`src/rtl/mem_stage_ls.sv`:
```
// MEM stage between EX and WB: waits on split-transaction data-SRAM responses,
// extracts and extends load data, buffers responses across WB stalls and drops stale ones.
module mem_stage_ls #(
    parameter int DW          = 32,
    parameter int MAX_DISCARD = 3
) (
    input  logic           clk,
    input  logic           reset,
    input  logic           WB_allow,
    output logic           MEM_allow,
    input  logic           EX_to_MEM_valid,
    input  logic [DW+42:0] EX_to_MEM_bus,
    input  logic           flush,
    input  logic           data_sram_data_ok,
    input  logic [DW-1:0]  data_sram_rdata,
    output logic           MEM_to_WB_valid,
    output logic [DW+37:0] MEM_to_WB_bus,
    output logic [DW+6:0]  MEM_to_ID_forward
);
    localparam int OB    = $clog2(DW / 8);
    localparam int CNT_W = $clog2(MAX_DISCARD + 1);

    logic             mem_valid_q, mem_valid_d;
    logic [DW+42:0]   bus_q, bus_d;
    logic             resp_buf_valid_q, resp_buf_valid_d;
    logic [DW-1:0]    resp_buf_q, resp_buf_d;
    logic [CNT_W-1:0] discard_cnt_q, discard_cnt_d;

    logic          res_from_mem;
    logic [1:0]    ld_size;
    logic          ld_unsigned;
    logic          wait_resp;
    logic          gr_we;
    logic [4:0]    dest;
    logic [DW-1:0] alu_result;
    logic [31:0]   pc;

    assign res_from_mem = bus_q[DW+42];
    assign ld_size      = bus_q[DW+41:DW+40];
    assign ld_unsigned  = bus_q[DW+39];
    assign wait_resp    = bus_q[DW+38];
    assign gr_we        = bus_q[DW+37];
    assign dest         = bus_q[DW+36:DW+32];
    assign alu_result   = bus_q[DW+31:32];
    assign pc           = bus_q[31:0];

    logic got_resp;
    logic mem_ready_go;
    logic stale_inc;
    logic stale_dec;

    always_comb begin
        got_resp     = data_sram_data_ok && (discard_cnt_q == '0) && mem_valid_q
                       && wait_resp && !resp_buf_valid_q;
        mem_ready_go = !wait_resp || resp_buf_valid_q || got_resp;
        MEM_allow    = !mem_valid_q || (mem_ready_go && WB_allow);
        stale_inc    = flush && mem_valid_q && wait_resp && !resp_buf_valid_q && !got_resp;
        stale_dec    = data_sram_data_ok && (discard_cnt_q != '0);
    end

    // Flush beats acceptance; a response is buffered only while WB holds us off.
    always_comb begin
        mem_valid_d      = mem_valid_q;
        bus_d            = bus_q;
        resp_buf_valid_d = resp_buf_valid_q;
        resp_buf_d       = resp_buf_q;
        discard_cnt_d    = discard_cnt_q;

        if (flush) begin
            mem_valid_d      = 1'b0;
            resp_buf_valid_d = 1'b0;
        end else if (MEM_allow) begin
            mem_valid_d      = EX_to_MEM_valid;
            resp_buf_valid_d = 1'b0;
            if (EX_to_MEM_valid) begin
                bus_d = EX_to_MEM_bus;
            end
        end else if (got_resp) begin
            resp_buf_valid_d = 1'b1;
            resp_buf_d       = data_sram_rdata;
        end

        if (stale_inc && !stale_dec) begin
            if (discard_cnt_q != CNT_W'(MAX_DISCARD)) begin
                discard_cnt_d = discard_cnt_q + CNT_W'(1);
            end
        end else if (stale_dec && !stale_inc) begin
            discard_cnt_d = discard_cnt_q - CNT_W'(1);
        end
    end

    always_ff @(posedge clk or posedge reset) begin
        if (reset) begin
            mem_valid_q      <= 1'b0;
            bus_q            <= '0;
            resp_buf_valid_q <= 1'b0;
            resp_buf_q       <= '0;
            discard_cnt_q    <= '0;
        end else begin
            mem_valid_q      <= mem_valid_d;
            bus_q            <= bus_d;
            resp_buf_valid_q <= resp_buf_valid_d;
            resp_buf_q       <= resp_buf_d;
            discard_cnt_q    <= discard_cnt_d;
        end
    end

    logic [DW-1:0] rd;
    logic [OB-1:0] off;
    logic [OB-1:0] off_al;
    logic [6:0]    lsh;
    logic [DW-1:0] shifted;
    logic [DW-1:0] left_just;
    logic [DW-1:0] ld_val;
    logic [DW-1:0] final_result;

    // Shift the addressed lane down, left-justify it, then shift back to extend.
    always_comb begin
        rd  = resp_buf_valid_q ? resp_buf_q : data_sram_rdata;
        off = alu_result[OB-1:0];
        case (ld_size)
            2'd0:    begin off_al = off;               lsh = 7'(DW - 8);  end
            2'd1:    begin off_al = off & ~OB'(1);     lsh = 7'(DW - 16); end
            2'd2:    begin off_al = off & ~OB'(3);     lsh = 7'(DW - 32); end
            default: begin off_al = '0;                lsh = 7'(0);       end
        endcase
        shifted   = rd >> {off_al, 3'b000};
        left_just = shifted << lsh;
        if (ld_unsigned) begin
            ld_val = left_just >> lsh;
        end else begin
            ld_val = $signed(left_just) >>> lsh;
        end
        final_result = res_from_mem ? ld_val : alu_result;
    end

    assign MEM_to_WB_valid   = mem_valid_q && mem_ready_go && !flush;
    assign MEM_to_WB_bus     = {gr_we, dest, final_result, pc};
    assign MEM_to_ID_forward = {gr_we && mem_valid_q, dest & {5{mem_valid_q}}, final_result,
                                mem_valid_q && res_from_mem && !mem_ready_go};

endmodule

```
`config.mk`:
```
export PLATFORM = sky130hd
export DESIGN_NAME = mem_stage_ls
export DESIGN_NICKNAME = d
export VERILOG_FILES = /design/src/rtl/mem_stage_ls.sv
export SDC_FILE = /design/constraint.sdc
export NUM_CORES = 1
export LEC_CHECK = 0
export CAP_MARGIN = 20
export CORE_MARGIN = 1.5
export CORE_UTILIZATION = 27
export CTS_BUF_LIST = sky130_fd_sc_hd__clkbuf_2 sky130_fd_sc_hd__clkbuf_4 sky130_fd_sc_hd__clkbuf_8
export DETAILED_ROUTE_END_ITERATION = 6
export PLACE_DENSITY = 0.54
export SLEW_MARGIN = 40
export SYNTH_ARGS = -nofsm -noshare
export SYNTH_HDL_FRONTEND = slang
export SYNTH_SLANG_ARGS = --single-unit
export TNS_END_PERCENT = 50
```
`constraint.sdc`:
```
create_clock -name clk -period 4.1 [get_ports clk]
set_input_delay 0.82 -clock clk [delete_from_list [all_inputs] [get_ports clk]]
set_output_delay 0.82 -clock clk [all_outputs]
set_load 0.01 [all_outputs]
```
==> metrics.txt <==
largest net degree at the start of global routing 59; Max Slew Vio Count 0; Max FO, Critical Path 3; cts repair resizes 0; Setup TNS 0 ns; Mapped Area 6190 sq um; DRC violations left 0; Clk Latency, worst-skew pair 0.38 ns; layout cell share with drive strength beyond 1 roughly 22%; Synth Area per Inst 11.8 sq um; Peak VDD IR around 0.00015 V; Final Skew 0.0120 ns; vias in the first global route 4,850; largest family of logic cells by synthesized area multiplexers; GP Congestion 0.885; relative slew slack a little over half; sequential-to-total area share from yosys stat 44.9%; CP endpoint kind output pin; Yosys warning count 0; DIE WIDTH 154 um; Total GRT Usage 15.5%; Hold Crit Class flop to flop; status complete, no violations; area share of fa/ha/maj cells after synthesis 0%; syn_nets 638; number of synthesized flops with an enable pin 0; Pre-antenna DRT Iters 4; antenna diode count 0; initial antenna violation count 2; Tcrit/Tclk final a little over nine tenths; Port Buf Inserts 223; critical path required time roughly 3.3 ns; setup repair bufs after CTS 0; post-synth top area cell dfrtp_1; most common cell after layout, fill and taps aside clkdlybuf4s50_1; Num CTS Buffers 9; DRT iter0 DRCs 113; mux cell area share after synthesis 27.6%; Startpoint Class input port; Setup-failing EPs final 0; flops & latches, synth between 100 and 150; start of the worst register-to-register path discard_cnt_q[1]; Routed Wire Length 18,300 um; Slowest-stage cell, CP clkdlybuf4s50_1; Most common cell on crit path clkdlybuf4s50_1; dpl cells 942; H-tree lvl count 3; slew of the pin with the lowest slew margin 0.691 ns; Synth Flop Type dfrtp_1; post-synthesis compound-gate area fraction 8.87%; drt via density 4.76; commonest non-fill, non-tap cells in the layout clkdlybuf4s50_1, dfrtp_1, mux2_2; crit path DAT 3.10 ns; synth top area cells dfrtp_1, mux2_2, buf_4; Root Driver clkbuf_8; leakage 3.34 nW; CTS clk-pin slew, worst paths 0.11 ns; worst path cell trace clkdlybuf4s50_1 > mux2i_1 > mux2_4 > or4_1 > a31oi_1 > clkdlybuf4s50_1; Post-Synthesis Cells 525; top-area cell type share of the netlist area 44.9%; CTS Buffer Depth 2; Crit. Startpoint data_sram_rdata[15]; CTS sink cnt 111; f_max 255 MHz; Initial Util approximately 27%; async set-reset flop share out of synthesis 100%; xor/xnor share of the synthesized area 0%; CTS tree built; post-route ant nets 0; simple logic cell fraction of the synthesized area 7.34%; WS Path Type input port to output pin; unrepaired setup endpoints after global routing no; num ports 224; GRT overflow 0; Die H ~150 um; first-pass GRT wire length 28,100 um; full die area 23,800 sq um; maxcap violations 0; DP Wirelength 13,900 um; number of standard cells in the layout, taps in and fillers out around 960; final hold slack 0.503 ns; DR vias 4,559; core footprint approximately 23,000 sq um; PwrDens 478 nW/um^2; final net count around 800; Hold Buf Count CTS 0; count of cell types in the netlist 37; min Tclk post-route 3.92 ns; # rows 55; worst hold start bus_q[29]; final hold violations 0; Crit path largest cell delay 0.59 ns; synth-to-layout area growth 36.3%; WL/cell 19.1 um
[metrics by stage]
| stage | setup slack, ns | util [%] | area (sq um) | power, W |
|---|---|---|---|---|
| 2_1_floorplan | 0.349 | - | 6190 | 0.00261 |
| 4_1_cts | 0.205 | 37.4 | 8440 | 0.00409 |
| 5_1_grt | 0.0836 | 37.4 | 8440 | 0.00428 |
| 6_report | 0.180 | 37.4 | 8440 | 0.00403 |
| 3_5_place_dp | 0.201 | 36.4 | 8210 | 0.00331 |
| 3_3_place_gp | 0.255 | 36.4 | 8210 | 0.00327 |
[critical path, delay by kind of cell]
kind	cells	cell delay [ns]
mux	2	0.43
simple gates	1	0.50
buf+inv	2	1.08
compound gates	1	0.27
[cell type report]
| cell class | instances | area [sq um] |
|---|---|---|
| tap | 285 | 357 |
| sequential | 111 | 2780 |
| inverter | 3 | 13.8 |
| clock inverter | 7 | 101 |
| clock buffer | 9 | 124 |
| timing repair buffer | 235 | 2330 |
| fill | 2172 | 14100 |
| multi-input combinational | 308 | 2730 |
[registers in the layout (all words and copies together) (netlist names)]
register          count
resp_buf_valid_q      1
bus_q                75
mem_valid_q           1
discard_cnt_q         2
resp_buf_q           32
[cell families after synthesis]
kind of cell | count (synthesis)
compound gates | 70
mux | 145
simple gates | 93
buf+inv | 106
flops | 111
[final timing paths]
check                                         to  slack (ns)  cells past startpoint
setup / recovery           MEM_to_ID_forward[24]        0.18                      6
hold / removal                         bus_q[29]        0.50                      1
setup reg to reg                       bus_q[41]        1.93                      5
hold reg to reg                        bus_q[29]        0.50                      1
max in group asynchronous         resp_buf_q[30]        2.42                      3
min in group asynchronous              bus_q[17]        0.89                      2
[report_power, final]
| part | internal [W] | leakage (nW) | switching (W) |
|---|---|---|---|
| Combinational | 0.000993 | 1.89 | 0.000731 |
| Clock | 0.000352 | 0.112 | 0.000413 |
| Sequential | 0.00137 | 1.34 | 0.000177 |
| Total | 0.00271 | 3.34 | 0.00132 |
[routing by layer]
layer / vias to the layer above / GRT usage [%] / part of all wire (%)
met4: 4 / 5.68 / 2.2
met3: 27 / 4.99 / 7.9
li1: 2078 / - / -
met2: 182 / 27.0 / 50
met5: - / 0 / 0.15
met1: 2268 / 17.8 / 40
[synthesized netlist by cell type (2+ instances only)]
cell	n
dfrtp_1	111
mux2_2	95
buf_4	75
nand2_1	40
a21oi_1	31
mux2i_1	25
nor2_1	18
mux2_1	15
buf_2	13
clkbuf_1	10
nor2b_1	10
o2bb2ai_2	10
a211oi_1	9
mux4_2	9
a221o_1	7
and2_1	6
a31oi_1	4
buf_1	4
nand2b_1	4
inv_1	3
nor3_1	3
o22ai_1	3
o2bb2ai_1	3
or4_1	3
and3_1	2
(Power assumes the default switching activity.)
